--- config.mk ---
export PLATFORM = sky130hd
export DESIGN_NAME = addsub_accum
export DESIGN_NICKNAME = d
export VERILOG_FILES = /design/src/rtl/addsub_pkg.sv /design/src/rtl/addsub_flags.sv /design/src/rtl/addsub_accum.sv
export SDC_FILE = /design/constraint.sdc
export NUM_CORES = 1
export LEC_CHECK = 0
export BUFFER_PORTS_ARGS = -buffer_cell sky130_fd_sc_hd__buf_2
export CAP_MARGIN = 10
export CORE_ASPECT_RATIO = 0.75
export CORE_MARGIN = 3
export CORE_UTILIZATION = 51
export CTS_BUF_LIST = sky130_fd_sc_hd__clkbuf_16
export CTS_CLUSTER_SIZE = 25
export DETAILED_ROUTE_END_ITERATION = 12
export PLACE_DENSITY = 0.81
export SLEW_MARGIN = 20
export SYNTH_ARGS = -nofsm -noshare
export SYNTH_HDL_FRONTEND = slang
export SYNTH_SLANG_ARGS = --single-unit
export TNS_END_PERCENT = 100
--- constraint.sdc ---
create_clock -name clk -period 2.51 [get_ports clk]
set_clock_uncertainty 0.1 [all_clocks]
set_input_delay 0.502 -clock clk [delete_from_list [all_inputs] [get_ports clk]]
set_output_delay 0.502 -clock clk [all_outputs]
set_load 0.01 [all_outputs]
--- src/rtl/addsub_pkg.sv ---
// Shared definitions for the accumulator stage that sequences the external
// 4-bit add/subtract unit.
//
// Contents:
//   ADDSUB_WIDTH : datapath width of the add/subtract unit (4 bits).
//   op_t         : accumulator command encoding (CLR, LOAD, ADD, SUB).
//   state_t      : sequencing FSM states (IDLE, ISSUE, RESP).
//   op_is_sub    : helper that selects the unit's subtract mode.
package addsub_pkg;

    localparam int ADDSUB_WIDTH = 4;

    typedef enum logic [1:0] {
        CLR  = 2'b00,
        LOAD = 2'b01,
        ADD  = 2'b10,
        SUB  = 2'b11
    } op_t;

    typedef enum logic [1:0] {
        IDLE  = 2'b00,
        ISSUE = 2'b01,
        RESP  = 2'b10
    } state_t;

    // The unit subtracts only for SUB; CLR and LOAD do not use its result,
    // so add mode is a harmless choice for them.
    function automatic logic op_is_sub(input op_t op);
        return (op == SUB);
    endfunction

endpackage

--- src/rtl/addsub_flags.sv ---
// Combinational next-state computation for the accumulator and its flags.
//
// Ports:
//   op        in  2      latched command (op_t encoding)
//   a         in  WIDTH  operand A as presented to the add/subtract unit
//   b         in  WIDTH  operand B as presented to the add/subtract unit
//   result    in  WIDTH  unit Result for the current A/B/mode
//   carry     in  1      unit CarryOut (for subtract: 1 = no borrow)
//   next_acc  out WIDTH  new accumulator value
//   next_carry out 1     new carry flag
//   next_ovf  out 1      new signed-overflow flag
//   next_zero out 1      new zero flag
module addsub_flags
    import addsub_pkg::*;
#(
    parameter int WIDTH = ADDSUB_WIDTH
) (
    input  logic [1:0]       op,
    input  logic [WIDTH-1:0] a,
    input  logic [WIDTH-1:0] b,
    input  logic [WIDTH-1:0] result,
    input  logic             carry,
    output logic [WIDTH-1:0] next_acc,
    output logic             next_carry,
    output logic             next_ovf,
    output logic             next_zero
);

    localparam int MSB = WIDTH - 1;

    op_t op_e;
    assign op_e = op_t'(op);

    // Running OR chains give "any bit set" for the result and for B, used
    // for the zero flag of ADD/SUB and LOAD respectively.
    logic [WIDTH:0] res_any;
    logic [WIDTH:0] b_any;

    assign res_any[0] = 1'b0;
    assign b_any[0]   = 1'b0;

    genvar gi;
    generate
        for (gi = 0; gi < WIDTH; gi++) begin : g_zero_chain
            assign res_any[gi+1] = res_any[gi] | result[gi];
            assign b_any[gi+1]   = b_any[gi] | b[gi];
        end
    endgenerate

    logic result_is_zero;
    logic b_is_zero;
    assign result_is_zero = ~res_any[WIDTH];
    assign b_is_zero      = ~b_any[WIDTH];

    // Two's-complement overflow: for addition the operands agree in sign
    // but the result does not; for subtraction the operands disagree in
    // sign and the result has left the sign of A.
    logic add_ovf;
    logic sub_ovf;
    assign add_ovf = (a[MSB] == b[MSB]) && (result[MSB] != a[MSB]);
    assign sub_ovf = (a[MSB] != b[MSB]) && (result[MSB] != a[MSB]);

    always_comb begin
        // CLR values double as defaults.
        next_acc   = '0;
        next_carry = 1'b0;
        next_ovf   = 1'b0;
        next_zero  = 1'b1;
        unique case (op_e)
            CLR: begin
                next_acc   = '0;
                next_carry = 1'b0;
                next_ovf   = 1'b0;
                next_zero  = 1'b1;
            end
            LOAD: begin
                next_acc   = b;
                next_carry = 1'b0;
                next_ovf   = 1'b0;
                next_zero  = b_is_zero;
            end
            ADD: begin
                next_acc   = result;
                next_carry = carry;
                next_ovf   = add_ovf;
                next_zero  = result_is_zero;
            end
            SUB: begin
                next_acc   = result;
                next_carry = carry;
                next_ovf   = sub_ovf;
                next_zero  = result_is_zero;
            end
            default: begin
                next_acc   = '0;
                next_carry = 1'b0;
                next_ovf   = 1'b0;
                next_zero  = 1'b1;
            end
        endcase
    end

endmodule

--- src/rtl/addsub_accum.sv ---
// Accumulator and sequencing stage for an external 4-bit add/subtract unit.
// Commands arrive over a valid/ready handshake, the unit's operands and mode
// are driven from registers, the unit's Result/CarryOut are captured one
// cycle later, and the new accumulator plus flags are returned over a second
// valid/ready handshake.
//
// Ports:
//   clk        in  1      clock, rising edge
//   rst_n      in  1      synchronous active-low reset
//   cmd_valid  in  1      command present
//   cmd_ready  out 1      command can be accepted (IDLE and out of reset)
//   cmd_op     in  2      00 CLR, 01 LOAD, 10 ADD, 11 SUB
//   cmd_data   in  WIDTH  operand for LOAD/ADD/SUB
//   au_a       out WIDTH  unit operand A (registered)
//   au_b       out WIDTH  unit operand B (registered)
//   au_mode    out 1      unit mode, 0 add / 1 subtract (registered)
//   au_result  in  WIDTH  unit Result
//   au_carry   in  1      unit CarryOut
//   rsp_valid  out 1      response present
//   rsp_ready  in  1      consumer accepts response
//   rsp_acc    out WIDTH  accumulator value
//   rsp_carry  out 1      carry flag
//   rsp_ovf    out 1      signed-overflow flag
//   rsp_zero   out 1      zero flag
module addsub_accum
    import addsub_pkg::*;
#(
    parameter int WIDTH = ADDSUB_WIDTH
) (
    input  logic             clk,
    input  logic             rst_n,
    input  logic             cmd_valid,
    output logic             cmd_ready,
    input  logic [1:0]       cmd_op,
    input  logic [WIDTH-1:0] cmd_data,
    output logic [WIDTH-1:0] au_a,
    output logic [WIDTH-1:0] au_b,
    output logic             au_mode,
    input  logic [WIDTH-1:0] au_result,
    input  logic             au_carry,
    output logic             rsp_valid,
    input  logic             rsp_ready,
    output logic [WIDTH-1:0] rsp_acc,
    output logic             rsp_carry,
    output logic             rsp_ovf,
    output logic             rsp_zero
);

    // ------------------------------------------------------------------
    // State and datapath registers
    // ------------------------------------------------------------------
    state_t           state_reg;
    state_t           state_next;

    op_t              op_reg;
    logic [WIDTH-1:0] au_a_reg;
    logic [WIDTH-1:0] au_b_reg;
    logic             au_mode_reg;

    logic [WIDTH-1:0] acc_reg;
    logic             carry_reg;
    logic             ovf_reg;
    logic             zero_reg;

    // Handshake strobes
    logic             cmd_fire;
    logic             rsp_fire;
    logic             issue_en;

    // Flag-unit outputs
    logic [WIDTH-1:0] acc_next;
    logic             carry_next;
    logic             ovf_next;
    logic             zero_next;

    // ------------------------------------------------------------------
    // FSM: state register
    // ------------------------------------------------------------------
    always_ff @(posedge clk) begin
        if (!rst_n) begin
            state_reg <= IDLE;
        end else begin
            state_reg <= state_next;
        end
    end

    // ------------------------------------------------------------------
    // FSM: next-state logic
    // ------------------------------------------------------------------
    always_comb begin
        state_next = state_reg;
        unique case (state_reg)
            IDLE: begin
                if (cmd_fire) begin
                    state_next = ISSUE;
                end
            end
            ISSUE: begin
                // The unit is combinational, so its result is ready by the
                // end of the single ISSUE cycle.
                state_next = RESP;
            end
            RESP: begin
                if (rsp_fire) begin
                    state_next = IDLE;
                end
            end
            default: begin
                state_next = IDLE;
            end
        endcase
    end

    // ------------------------------------------------------------------
    // FSM: outputs and handshake strobes
    // ------------------------------------------------------------------
    always_comb begin
        cmd_ready = 1'b0;
        rsp_valid = 1'b0;
        issue_en  = 1'b0;
        unique case (state_reg)
            IDLE: begin
                // Held low through reset so nothing is accepted on the
                // same edge that resets the FSM.
                cmd_ready = rst_n;
            end
            ISSUE: begin
                issue_en = 1'b1;
            end
            RESP: begin
                rsp_valid = 1'b1;
            end
            default: begin
                cmd_ready = 1'b0;
            end
        endcase
    end

    assign cmd_fire = cmd_valid && cmd_ready;
    // rsp_ready has no effect unless a response is actually presented.
    assign rsp_fire = rsp_valid && rsp_ready;

    // ------------------------------------------------------------------
    // Operand registers feeding the unit
    // ------------------------------------------------------------------
    always_ff @(posedge clk) begin
        if (!rst_n) begin
            op_reg      <= CLR;
            au_a_reg    <= '0;
            au_b_reg    <= '0;
            au_mode_reg <= 1'b0;
        end else if (cmd_fire) begin
            op_reg      <= op_t'(cmd_op);
            au_a_reg    <= acc_reg;
            au_b_reg    <= cmd_data;
            au_mode_reg <= op_is_sub(op_t'(cmd_op));
        end
    end

    assign au_a    = au_a_reg;
    assign au_b    = au_b_reg;
    assign au_mode = au_mode_reg;

    // ------------------------------------------------------------------
    // Accumulator and flags
    // ------------------------------------------------------------------
    addsub_flags #(
        .WIDTH (WIDTH)
    ) u_flags (
        .op         (op_reg),
        .a          (au_a_reg),
        .b          (au_b_reg),
        .result     (au_result),
        .carry      (au_carry),
        .next_acc   (acc_next),
        .next_carry (carry_next),
        .next_ovf   (ovf_next),
        .next_zero  (zero_next)
    );

    // Reset wins over ISSUE, so a command caught mid-flight is dropped
    // without touching the accumulator.
    always_ff @(posedge clk) begin
        if (!rst_n) begin
            acc_reg   <= '0;
            carry_reg <= 1'b0;
            ovf_reg   <= 1'b0;
            zero_reg  <= 1'b1;
        end else if (issue_en) begin
            acc_reg   <= acc_next;
            carry_reg <= carry_next;
            ovf_reg   <= ovf_next;
            zero_reg  <= zero_next;
        end
    end

    // Response fields come straight from registers and therefore hold
    // steady for as long as the consumer stalls.
    assign rsp_acc   = acc_reg;
    assign rsp_carry = carry_reg;
    assign rsp_ovf   = ovf_reg;
    assign rsp_zero  = zero_reg;

endmodule

# Word level (Yosys, flattened, before mapping)
# Cells that the tools add are included.
# word_totals
output_inout_bits,18
inputBits,15
reg_bits,20
elab_cells,47
# op_classes
n_eq_ne,11
reduce_logical,9
bitwise,8
muxes,10
# op_table
cell,count
$pmux W4 S3,1
$eq A2 B2 Y1 const B,4
$or A1 B1 Y1,6
$pmux W1 S3,2
$pmux W2 S3,1
$eq A2 B1 Y1 const B,2
$logic_and A1 B1 Y1,4
$logic_not A2 Y1,2
$mux W2,2
$ne A2 B2 Y1 const B,2
$reduce_or A2 Y1,2
$mux W1,3
$ne A1 B1 Y1,2
$not A1 Y1,2
$pmux W1 S2,1
$reduce_and A2 Y1,1
$eq A1 B1 Y1,1

# Longest topological paths before layout
# logic_depth
ltp_word,5
mapped_depth,5

# By module
# From an unflattened synthesis, not the netlist that was laid out.
# hier_totals
hier_cells,100
area_unflattened_um2,858.3
# modules_own_cells
mod,area_per_inst_um2,n_inst,cells_per_inst
addsub_accum,739.5,1,86
addsub_flags,118.9,1,14

# Worst setup path after synthesis
# Ideal clock, no wire load.
# synth_timing
kind,input to output
from,in rst_n
to,out cmd_ready
t_arrival_ns,1.040
path_stages,2
slack_ns,0.868
path_cell_list,clkbuf_1 > nor3b_1
# synth_via
elab_chain_cells,1
# synth_rtl
element,line_no,rtl
start: declaration,addsub_accum.sv:31,"input logic rst_n,"
$mux W1,addsub_accum.sv:121,unique case (state_reg)
end: declaration,addsub_accum.sv:33,"output logic cmd_ready,"
# Every way passes these cells.

# Worst setup path in the final report
# Ends and elaborated chain as after synthesis.

==> run metrics <==
Avg Synthesized Cell Area=9.49 um2; Sink Count=20; Lkg Pwr=0.527 nW; vias=773; combinational power share=0.114; hold depth=2; vias in the first global route=754; initial antenna violation count=0; Top Ports=33; sw frac=0.225; Tot Pwr=754 uW; final setup violating endpoints=0; footprint of the multi-input gates=474 um2; Layout area overhead=21.7%; dpl cell area=0.00107 mm2; post-route cell area=0.00114 mm2; Clk pwr share=0.425; Int Pwr=584 uW; Synth Instances=99; Net Switching=170 uW; DRC errors left=0; fin cells=148; CTS Hold Buffers Added=0; Worst setup SP type=primary input; Hold Fails Final Rpt=0; internal reg-to-reg setup slack=1.16 ns; Die Span X=55.6 um; Max Clk Rate=561 MHz; total CTS buffers=3; WP data arrival=1.18 ns; Final #Nets=144; worst setup path class=in -> out; Synth Register Bits=20; H-tree Lvls=1; CP Launch Point=rst_n; reg-to-reg endpoint=au_mode; vias per cell=5.22; Hold Path End=au_mode; sequential share of power=0.461; pin count of the biggest net entering global routing=23; layout cells sized above 1=0.378; drt pass-1 iters=4; grt ovf=0; worst flop-to-flop path startpoint=state_reg[0]; DRT iter0 DRCs=28; final worst slack=0.726 ns; Final ANT Viol Nets=0; Slew Limit Fails=0; total track usage=0.182; CTS root buf=clkbuf_16; Setup TNS=0 ns; net count after synthesis=114; antenna diode count=0; Worst Path Max Fanout=22; Hold WS=0.348 ns; worst min path class=reg -> reg; actual transition at the worst max-transition pin=0.406 ns; clk buf depth=2; register area=400 um2; DIE HEIGHT=43.2 um; port bufs=32; Core ar.=0.00161 mm2; Reg2Reg Depth=4; fillers=131; max-cap violation count=0; DP HPWL=1.35 mm; Skew-Pair Late Insertion Delay=0.25 ns; status=finished, final reports clean; Routed WL=1.93 mm; CTS tree=yes; Core Rows=12; crit path time final=1.78 ns; Worst-path clk slew=0.05 ns; number of setup buffers added after CTS=0; Power Dens Cells=659 mW/mm2; Crit path required time=1.91 ns; GP Congestion=0.762; first-pass GRT wire length=3.33 mm; Synth cell types=29; maximum vdd drop=0.000603 V; routed wire length per instance=13.0 um; unrepaired setup endpoints after global routing=false; Initial Util=0.585; Tcrit/Tclk final=0.711; PostCTS Resize Cnt=0; part of the Yosys area used for sequential elements=0.426; Mapped Area=940 um2; Post-Place Setup Slack=0.730 ns; Min-Delay Startpoint=au_mode; yosys warns=0; worst relative slew slack=0.729; die area=0.00240 mm2; Setup crit end kind=primary output; post-layout util=0.712; placed cells=145
==> worst max-delay path, cell delays in order <==
cell,delay (ns)
buf_2,0.31
nor3b_1,0.21
buf_2,0.15
==> cell usage in the layout (no fill, tap or decap) <==
cell | netlist | final
dfxtp_1 | 20 | 20
nand2_1 | 31 | 31
o41ai_1 | 1 | 1
a21boi_0 | 2 | 2
o211a_1 | 4 | 4
inv_2 | 1 | 1
nand3_1 | 3 | 3
nor2b_4 | 1 | 1
and3_1 | 1 | 1
clkbuf_16 | 0 | 3
mux2i_1 | 1 | 1
a21boi_1 | 1 | 1
nor3b_1 | 1 | 1
a21boi_2 | 9 | 9
xnor2_1 | 1 | 1
and2b_2 | 1 | 1
nand2b_1 | 3 | 3
o311ai_0 | 1 | 1
o211ai_1 | 4 | 4
nor2b_1 | 1 | 1
inv_1 | 1 | 1
o21a_1 | 1 | 1
a41o_1 | 1 | 1
nand4bb_4 | 1 | 1
nor4_1 | 1 | 1
buf_2 | 2 | 32
==> layout make-up <==
class                           count  share of cell area
Clock buffer                        3              0.0656
Inverter                            2             0.00656
Multi-Input combinational cell     70               0.415
Sequential cell                    20               0.350
Tap cell                           21              0.0230
Timing Repair Buffer               32               0.140
==> routing by layer <==
metal | track usage | routed length [um]
met1 | 0.204 | 827
met2 | 0.309 | 966
met3 | 0.0699 | 116
met4 | 0.0777 | 16
met5 | 0 | 0
==> worst max-delay path by stage <==
stage                      to  slack (ns)  depth (start not counted)
finish              cmd_ready        0.73                          3
global route        cmd_ready        0.67                          3
CTS                 cmd_ready        0.72                          3
detailed placement  cmd_ready        0.73                          3
global placement    cmd_ready        0.76                          3
floorplan           cmd_ready        0.87                          2
==> cell families after synthesis <==
group	Yosys count	synth area share
xor gates and xnor gates	1	0.00932
AOI/OAI and AO/OA	24	0.244
buffers and inverters	9	0.0692
muxes	1	0.0107
DFF	20	0.426
and+or+nand+nor	44	0.241
==> synth_stat cells <==
library cell  number  area, um2
o211ai_1           4       30.0
and3_1             1       6.26
nor4_1             1       6.26
and2b_2            1       8.76
clkbuf_1           1       3.75
nand3_1            3       15.0
buf_4              1       7.51
buf_2              2       10.0
a41o_1             1       10.0
nand2b_1           3       18.8
nand2_1           31        116
inv_2              1       3.75
clkbuf_8           1       13.8
dfxtp_1           20        400
nor2b_1            1       6.26
a21boi_0           2       15.0
inv_1              1       3.75
buf_6              2       22.5
o21a_1             1       7.51
nor2b_4            1       13.8
a21boi_1           1       7.51
mux2i_1            1       10.0
o211a_1            4       40.0
o41ai_1            1       8.76
xnor2_1            1       8.76
a21boi_2           9        101
nand4bb_4          1       27.5
nor3b_1            1       7.51
o311ai_0           1       8.76
==> power groups by stage <==
stage / Sequential (mW) / Combinational [mW] / Clock, mW
floorplan: 0.354 / 0.0585 / 0
global placement: 0.353 / 0.0846 / 0
detailed placement: 0.354 / 0.0858 / 0
CTS: 0.347 / 0.0869 / 0.325
global route: 0.350 / 0.0957 / 0.342
finish: 0.347 / 0.0861 / 0.320
(Power assumes the default switching activity.)
